===== src/rtl/pc_fetch_ctrl_if.sv =====
// Fetch-control bundle: decoder/LUT inputs toward the sequencer and its
// registered PC/status outputs back toward instruction memory and the LUT.
interface pc_fetch_ctrl_if #(
  parameter int PC_W  = 10,
  parameter int CNT_W = 16
);
  logic             Start;
  logic             Halt;
  logic             BranchEn;
  logic             Taken;
  logic             Stall;
  logic [7:0]       Target;
  logic [1:0]       ProgState;
  logic [PC_W-1:0]  PC;
  logic             Running;
  logic             Done;
  logic [CNT_W-1:0] CycleCnt;

  modport master (
    output Start, Halt, BranchEn, Taken, Stall, Target,
    input  ProgState, PC, Running, Done, CycleCnt
  );

  modport slave (
    input  Start, Halt, BranchEn, Taken, Stall, Target,
    output ProgState, PC, Running, Done, CycleCnt
  );
endinterface


===== src/rtl/pc_fetch_ctrl.sv =====
// Program counter / fetch sequencer: steps through the test programs
// (IDLE -> RUN -> DONE -> RUN ...) and owns the LUT bank select.
module pc_fetch_ctrl #(
  parameter int PC_W     = 10,
  parameter int NUM_PROG = 3,
  parameter int START0   = 0,
  parameter int START1   = 256,
  parameter int START2   = 512,
  parameter int CNT_W    = 16
) (
  input  logic           Clk,
  input  logic           Reset,
  pc_fetch_ctrl_if.slave bus
);

  typedef enum logic [1:0] {IDLE, RUN, DONE} state_t;

  localparam logic [1:0] LAST_PROG = 2'(NUM_PROG - 1);

  state_t           state_q, state_d;
  logic [PC_W-1:0]  pc_q, pc_d;
  logic [1:0]       prog_q, prog_d;
  logic [CNT_W-1:0] cnt_q, cnt_d;

  function automatic logic [PC_W-1:0] start_pc(input logic [1:0] p);
    case (p)
      2'd1:    return PC_W'(START1);
      2'd2:    return PC_W'(START2);
      default: return PC_W'(START0);
    endcase
  endfunction

  always_ff @(posedge Clk or negedge Reset) begin
    if (!Reset) begin
      state_q <= IDLE;
      pc_q    <= '0;
      prog_q  <= '0;
      cnt_q   <= '0;
    end else begin
      state_q <= state_d;
      pc_q    <= pc_d;
      prog_q  <= prog_d;
      cnt_q   <= cnt_d;
    end
  end

  always_comb begin
    state_d = state_q;
    pc_d    = pc_q;
    prog_d  = prog_q;
    cnt_d   = cnt_q;
    case (state_q)
      IDLE: begin
        if (bus.Start) begin
          // an out-of-range bank select can only appear if forced; fold it to 0
          prog_d  = (prog_q > LAST_PROG) ? 2'd0 : prog_q;
          pc_d    = start_pc(prog_d);
          cnt_d   = '0;
          state_d = RUN;
        end
      end
      RUN: begin
        cnt_d = (cnt_q == '1) ? cnt_q : cnt_q + 1'b1;
        if (bus.Halt)
          state_d = DONE;
        else if (bus.Stall)
          pc_d = pc_q;
        else if (bus.BranchEn && bus.Taken)
          pc_d = PC_W'(bus.Target);
        else
          pc_d = pc_q + 1'b1;
      end
      DONE: begin
        if (bus.Start) begin
          prog_d  = (prog_q >= LAST_PROG) ? 2'd0 : prog_q + 2'd1;
          pc_d    = start_pc(prog_d);
          cnt_d   = '0;
          state_d = RUN;
        end
      end
      default: state_d = IDLE;
    endcase
  end

  assign bus.ProgState = prog_q;
  assign bus.PC        = pc_q;
  assign bus.Running   = (state_q == RUN);
  assign bus.Done      = (state_q == DONE);
  assign bus.CycleCnt  = cnt_q;

endmodule


===== src/flat_wrapper.sv =====
// flat-port wrapper written by rule: the top's interface ports become plain ports
module pc_fetch_ctrl_flat 
#(
  parameter int PC_W     = 10,
  parameter int NUM_PROG = 3,
  parameter int START0   = 0,
  parameter int START1   = 256,
  parameter int START2   = 512,
  parameter int CNT_W    = 16
)
  (Clk, Reset, bus_Start, bus_Halt, bus_BranchEn, bus_Taken, bus_Stall, bus_Target, bus_ProgState, bus_PC, bus_Running, bus_Done, bus_CycleCnt);
  pc_fetch_ctrl_if #(.PC_W(PC_W), .CNT_W(CNT_W)) bus_i ();
  input  logic Clk;
  input  logic Reset;
  input wire logic [$bits(bus_i.Start)-1:0] bus_Start;
  input wire logic [$bits(bus_i.Halt)-1:0] bus_Halt;
  input wire logic [$bits(bus_i.BranchEn)-1:0] bus_BranchEn;
  input wire logic [$bits(bus_i.Taken)-1:0] bus_Taken;
  input wire logic [$bits(bus_i.Stall)-1:0] bus_Stall;
  input wire logic [$bits(bus_i.Target)-1:0] bus_Target;
  output wire logic [$bits(bus_i.ProgState)-1:0] bus_ProgState;
  output wire logic [$bits(bus_i.PC)-1:0] bus_PC;
  output wire logic [$bits(bus_i.Running)-1:0] bus_Running;
  output wire logic [$bits(bus_i.Done)-1:0] bus_Done;
  output wire logic [$bits(bus_i.CycleCnt)-1:0] bus_CycleCnt;
  assign bus_i.Start = bus_Start;
  assign bus_i.Halt = bus_Halt;
  assign bus_i.BranchEn = bus_BranchEn;
  assign bus_i.Taken = bus_Taken;
  assign bus_i.Stall = bus_Stall;
  assign bus_i.Target = bus_Target;
  assign bus_ProgState = bus_i.ProgState;
  assign bus_PC = bus_i.PC;
  assign bus_Running = bus_i.Running;
  assign bus_Done = bus_i.Done;
  assign bus_CycleCnt = bus_i.CycleCnt;
  pc_fetch_ctrl #(.PC_W(PC_W), .NUM_PROG(NUM_PROG), .START0(START0), .START1(START1), .START2(START2), .CNT_W(CNT_W)) u_core (.Clk(Clk), .Reset(Reset), .bus(bus_i));
endmodule

===== config.mk =====
export PLATFORM = sky130hd
export DESIGN_NAME = pc_fetch_ctrl_flat
export DESIGN_NICKNAME = d
export VERILOG_FILES = /design/src/rtl/pc_fetch_ctrl_if.sv /design/src/rtl/pc_fetch_ctrl.sv /design/src/flat_wrapper.sv
export SDC_FILE = /design/constraint.sdc
export NUM_CORES = 1
export LEC_CHECK = 0
export CAP_MARGIN = 20
export CORE_ASPECT_RATIO = 1.1
export CORE_MARGIN = 1
export CORE_UTILIZATION = 54
export DETAILED_ROUTE_END_ITERATION = 12
export GPL_TIMING_DRIVEN = 0
export PLACE_DENSITY = 0.86
export SLEW_MARGIN = 10
export SYNTH_ARGS = -nofsm -noshare
export SYNTH_HDL_FRONTEND = slang
export SYNTH_SLANG_ARGS = --single-unit

===== constraint.sdc =====
create_clock -name Clk -period 4.8 [get_ports Clk]
set_input_delay 0.48 -clock Clk [delete_from_list [all_inputs] [get_ports Clk]]
set_output_delay 0.48 -clock Clk [all_outputs]
set_load 0.005 [all_outputs]

### Word-level counts from Yosys, hierarchy flattened

Cells that the tools add are included.

* memories kept: 0
* flip-flop bits (word level): 30
* bits in latches: 0
* RAM bits: 0
* ROM bits: 0
* input bits: 15
* word-level logic and storage cells: 52

* divide/modulo/power cells: 0
* bitwise logic cells: 0
* equal/unequal tests: 14
* muxes and demuxes: 19
* add/subtract/negate cells: 3
* reduce and logical (&&, ||, !) cells: 10
* multipliers: 0
* order comparisons: 2
* shift-type cells: 0

Operator list (number)
* 10-bit 2-to-1 mux: 5
* 10-bit one-hot mux with 2 select lines: 2
* 16-bit 2-to-1 mux: 2
* 16-bit one-hot mux with 2 select lines: 1
* 10-bit one-hot mux with 3 select lines: 1
* 16-bit by 1-bit adder with 16-bit output (second input constant): 1
* 16-bit equality test (second input constant): 1
* 2-bit 2-to-1 mux: 6
* 2-bit != test (second input constant): 6
* 10-bit by 1-bit adder with 10-bit output (second input constant): 1
* 2-bit one-hot mux with 2 select lines: 2
* 2-bit by 1-bit equality test with 1-bit output (second input constant): 3
* 2-bit equality test (second input constant): 3
* 3-bit AND reduction: 2
* 5-bit AND reduction: 1
* 2-bit nonzero test: 2
* 3-bit nonzero test: 1
* 2-bit by 1-bit adder with 2-bit output (second input constant): 1
* 2-bit greater-or-equal comparator (second input constant): 1
* 2-bit greater-than comparator (second input constant): 1
* 2-bit zero test: 1
* 2-bit by 1-bit != test with 1-bit output (second input constant): 1
* 2-bit AND reduction: 1
* 2-bit OR reduction: 1
* 1-bit logical AND: 1

### Logic depth before layout (Yosys ltp)

* depth in word-level cells: 6
* mapped depth: 9

### Worst setup path before layout

No wires, ideal clock.

* path type: register -> register
* from: reg u_core.state_q[1]
* to: reg u_core.pc_q[4] (netlist: u_core.bus.PC[4])
* buffers on the path: 2
* setup slack: 2.863 ns
* period minus slack after synthesis: 1.937 ns
* arrival time: 1.807 ns
* cell stages (with the launch flop): 10
* data required time: 4.670 ns
* path through: dfrtp_1 > inv_1 > ha_1 > buf_4 > or3b_2 > nand2_1 > o21ai_2 > buf_6 > o21ai_0 > o21ai_0

* longest elaborated chain between the ends: 3

RTL lines
* start: declaration: RTL line pc_fetch_ctrl.sv:20 `state_t state_q, state_d;`
* start signal: assignment: RTL line pc_fetch_ctrl.sv:40 `state_q <= state_d;`
* 2-bit by 1-bit equality test with 1-bit output *
* via bus_Running: RTL line flat_wrapper.sv:23 `output wire logic [$bits(bus_i.Running)-1:0] bus_Running;`
* 2-bit != test (no line) or 3-bit nonzero test (tied branches)
* 5-bit AND reduction (no line)
* end signal: assignment: RTL line pc_fetch_ctrl.sv:41 `pc_q <= pc_d;`
* end: declaration: RTL line pc_fetch_ctrl.sv:21 `logic [PC_W-1:0] pc_q, pc_d;`

Mark *: on every way through the listed nets, which the timed path passes. The rest lies on a longest branch.
A chain may end at the register's enable or synchronous reset.

### Final worst setup path

* from: reg u_core.state_q[0]
* to: reg u_core.pc_q[9] (netlist: u_core.bus.PC[9])

* longest elaborated chain between the ends: 3

RTL lines
* 2-bit by 1-bit equality test with 1-bit output, or another cell as far along: RTL line pc_fetch_ctrl.sv:52 `case (state_q)`
* 2-bit != test (no line) or 3-bit nonzero test (tied branches)
* 5-bit AND reduction (no line)

Parallel ways exist; a longest one is shown, timed or not.

==> reports/metrics.yaml <==
die:
  core_area_um2: 3358
  die_w_um: 58.57
  start_util: 0.5659
  row_count: 22
  boundaryPins: 45
  dieArea_um2: 3761
  dieHeight_um: 64.22
clocking:
  clkSinkCount: 30
  numCtsBuffers: 5
  h-tree-depth: 2
  cts-root-buf: "clkbuf_4"
  clock_path_buffers: 2
  cts_hold_buf: 0
  cts_tree: "yes"
  clk_pin_slew_ns: 0.11
  cts_setup_buffers: 0
  clk_latency_ns: 0.34
  cts_resized: 0
global_routing:
  use_met3: 0.06478
  grt_pass1_wl_um: 7728
  grtUsageMet1: 0.3774
  grt-ovfl-total: 0
  grtUsageTotal: 0.2703
  grt.busiest_layer: "met2"
  grt_pass1_vias: 1647
  antenna_found_initial: 0
  grt_max_degree: 31
  met2_usage: 0.4023
routing:
  drc: 0
  wirelength_um: 4526
  via_count: 1790
  drt_iter0_drc: 119
  avgRoutedWirePerCell_um: 14.51
  ant_nets: 0
  viasPerCell: 5.737
  firstDrtPassIters: 4
placement:
  placed_cells: 304
  globalplace.congestion: 0.8183
  place_area_um2: 2396
  dp_hpwl_um: 3290
  io_buffers: 44
synth:
  yosysTopAreaCell: "dfrtp_1"
  synth_seq_cells: 30
  ys_seq_area_frac: 0.3950
  yosys_warnings: 0
  netlist-cell-type-count: 49
  synth_ff_type: "dfrtp_1"
  synth_edf_count: 0
  ys_top_cells_by_area: "dfrtp_1, o21ai_0, ha_1"
  synthArstFlopShare: 1.000
  synth_cells: 212
  syn_nets: 234
  synth_most_common_cell: "o21ai_0"
  synth_area_per_cell_um2: 8.965
  syn_area_um2: 1901
  synth_top_cell_area_share: 0.3950
  synth_common_cells: "o21ai_0, dfrtp_1, nand2_1"
layout:
  drive_above_1_share: 0.08712
  antennaDiodeCount: 0
  nets: 285
  fill_cells: 263
  design_area_um2: 2456
  regArea_um2: 750.7
  multiInputGateArea_um2: 1075
  fin_cells: 312
  area_growth_syn_to_layout_pct: 29.23
pwr:
  power_density_nw_per_um2: 372.7
  finalPower_w: 0.0009153
  leakagePower_nw: 0.9868
  peakVddDrop_mv: 0.3041
hold_path:
  hold_path.class: "in2async"
critical_path:
  r2r_cells: 9
  end_kind: "register"
  worst_setup_path_start_kind: "register"
  cp.arrival_ns: 2.50
  crit_required_ns: 5.07
  worstSetupPathType: "reg2reg"
  crit_fanout: 10
timing:
  hold_viol: 0
  relSlewSlack: 0.5531
  fin_setup_tns_ns: 0
  slew_viol_final: 0
  period_share: 0.4653
  rsz0062_at_grt: "no"
  period_needed_ns: 2.234
  setup_viol: 0
  max_freq_mhz: 447.7
  worst_slew_pin_slew_ns: 0.6704
  clock_skew_ns: 0.01699
  holdWs_ns: 0.1712
status:
  status: "finished clean"
job:
  drv_cap: 0
[report_power, final]
group	internal (W)	switching, W
registers	0.000288	0.0000502
clock network	0.0000709	0.0000860
logic	0.000198	0.000222
[per-layer routing]
layer	vias up	part of all wire
met5	-	0
met4	0	0.011
met3	5	0.040
met2	44	0.47
met1	854	0.48
li1	887	-
[flip-flops by register name (all words and copies together) (netlist names)]
name                  count
u_core.bus.CycleCnt      16
u_core.state_q            2
u_core.bus.PC            10
u_core.bus.ProgState      2
[final cells by class]
type | instances | share of cell area
Tap cell | 48 | 0.02445
Multi-Input combinational cell | 167 | 0.4376
Buffer | 6 | 0.01681
Clock buffer | 7 | 0.02241
Timing Repair Buffer | 44 | 0.1773
Clock inverter | 1 | 0.002038
Inverter | 9 | 0.01375
Sequential cell | 30 | 0.3057
[logic make-up (layout without fill, tap and decap cells)]
family,Yosys count,count (layout),synth area share
simple gates,82,82,0.2350
compound gates,64,64,0.2153
flops,30,30,0.3950
buf+inv,15,67,0.03950
xor+xnor,10,10,0.04609
fa+ha+maj,7,7,0.04608
mux,4,4,0.02304
[metrics by stage]
stage	setup slack [ns]	util
after floorplan	2.863	-
after global placement	2.574	0.7150
after detailed placement	2.548	0.7135
after CTS	2.608	0.7314
after global routing	2.276	0.7314
final	2.566	0.7314
[critical path, stage by stage, from the launching register on]
cell and delay [ns]:
dfrtp_1 0.44, inv_1 0.11, ha_1 0.24, buf_6 0.15, o21ai_0 0.48, nand2_1 0.24
o21ai_2 0.18, buf_6 0.17, o21ai_0 0.09, o21ai_0 0.08
[final timing paths]
| kind | slack (ns) | endpoint | start |
|---|---|---|---|
| setup / recovery | 2.57 | u_core.bus.PC[9] | u_core.state_q[0] |
| hold / removal | 0.17 | u_core.bus.PC[9] | Reset |
| setup reg to reg | 2.57 | u_core.bus.PC[9] | u_core.state_q[0] |
| hold reg to reg | 0.57 | u_core.bus.ProgState[0] | u_core.bus.ProgState[1] |
| max in group asynchronous | 4.18 | u_core.bus.CycleCnt[13] | Reset |
| min in group Clk | 0.57 | u_core.bus.ProgState[0] | u_core.bus.ProgState[1] |
[placed cells by master, fill, tap and decap left out, types with 3 or more instances in the layout]
master | netlist | final
a22o_1 | 4 | 4
nand4_1 | 5 | 5
dfrtp_1 | 30 | 30
o21ai_0 | 31 | 31
a31oi_1 | 3 | 3
xor2_1 | 3 | 3
nand2_1 | 22 | 22
nor4_1 | 5 | 5
clkdlybuf4s50_1 | 0 | 43
ha_1 | 7 | 7
clkbuf_4 | 0 | 5
a21oi_1 | 9 | 9
inv_1 | 9 | 9
nand3_1 | 8 | 8
xnor2_1 | 7 | 7
nor3_1 | 4 | 4
mux2_2 | 3 | 3
nor2_1 | 21 | 21
clkbuf_1 | 3 | 4
No activity file was read; power rests on OpenSTA's default activity.
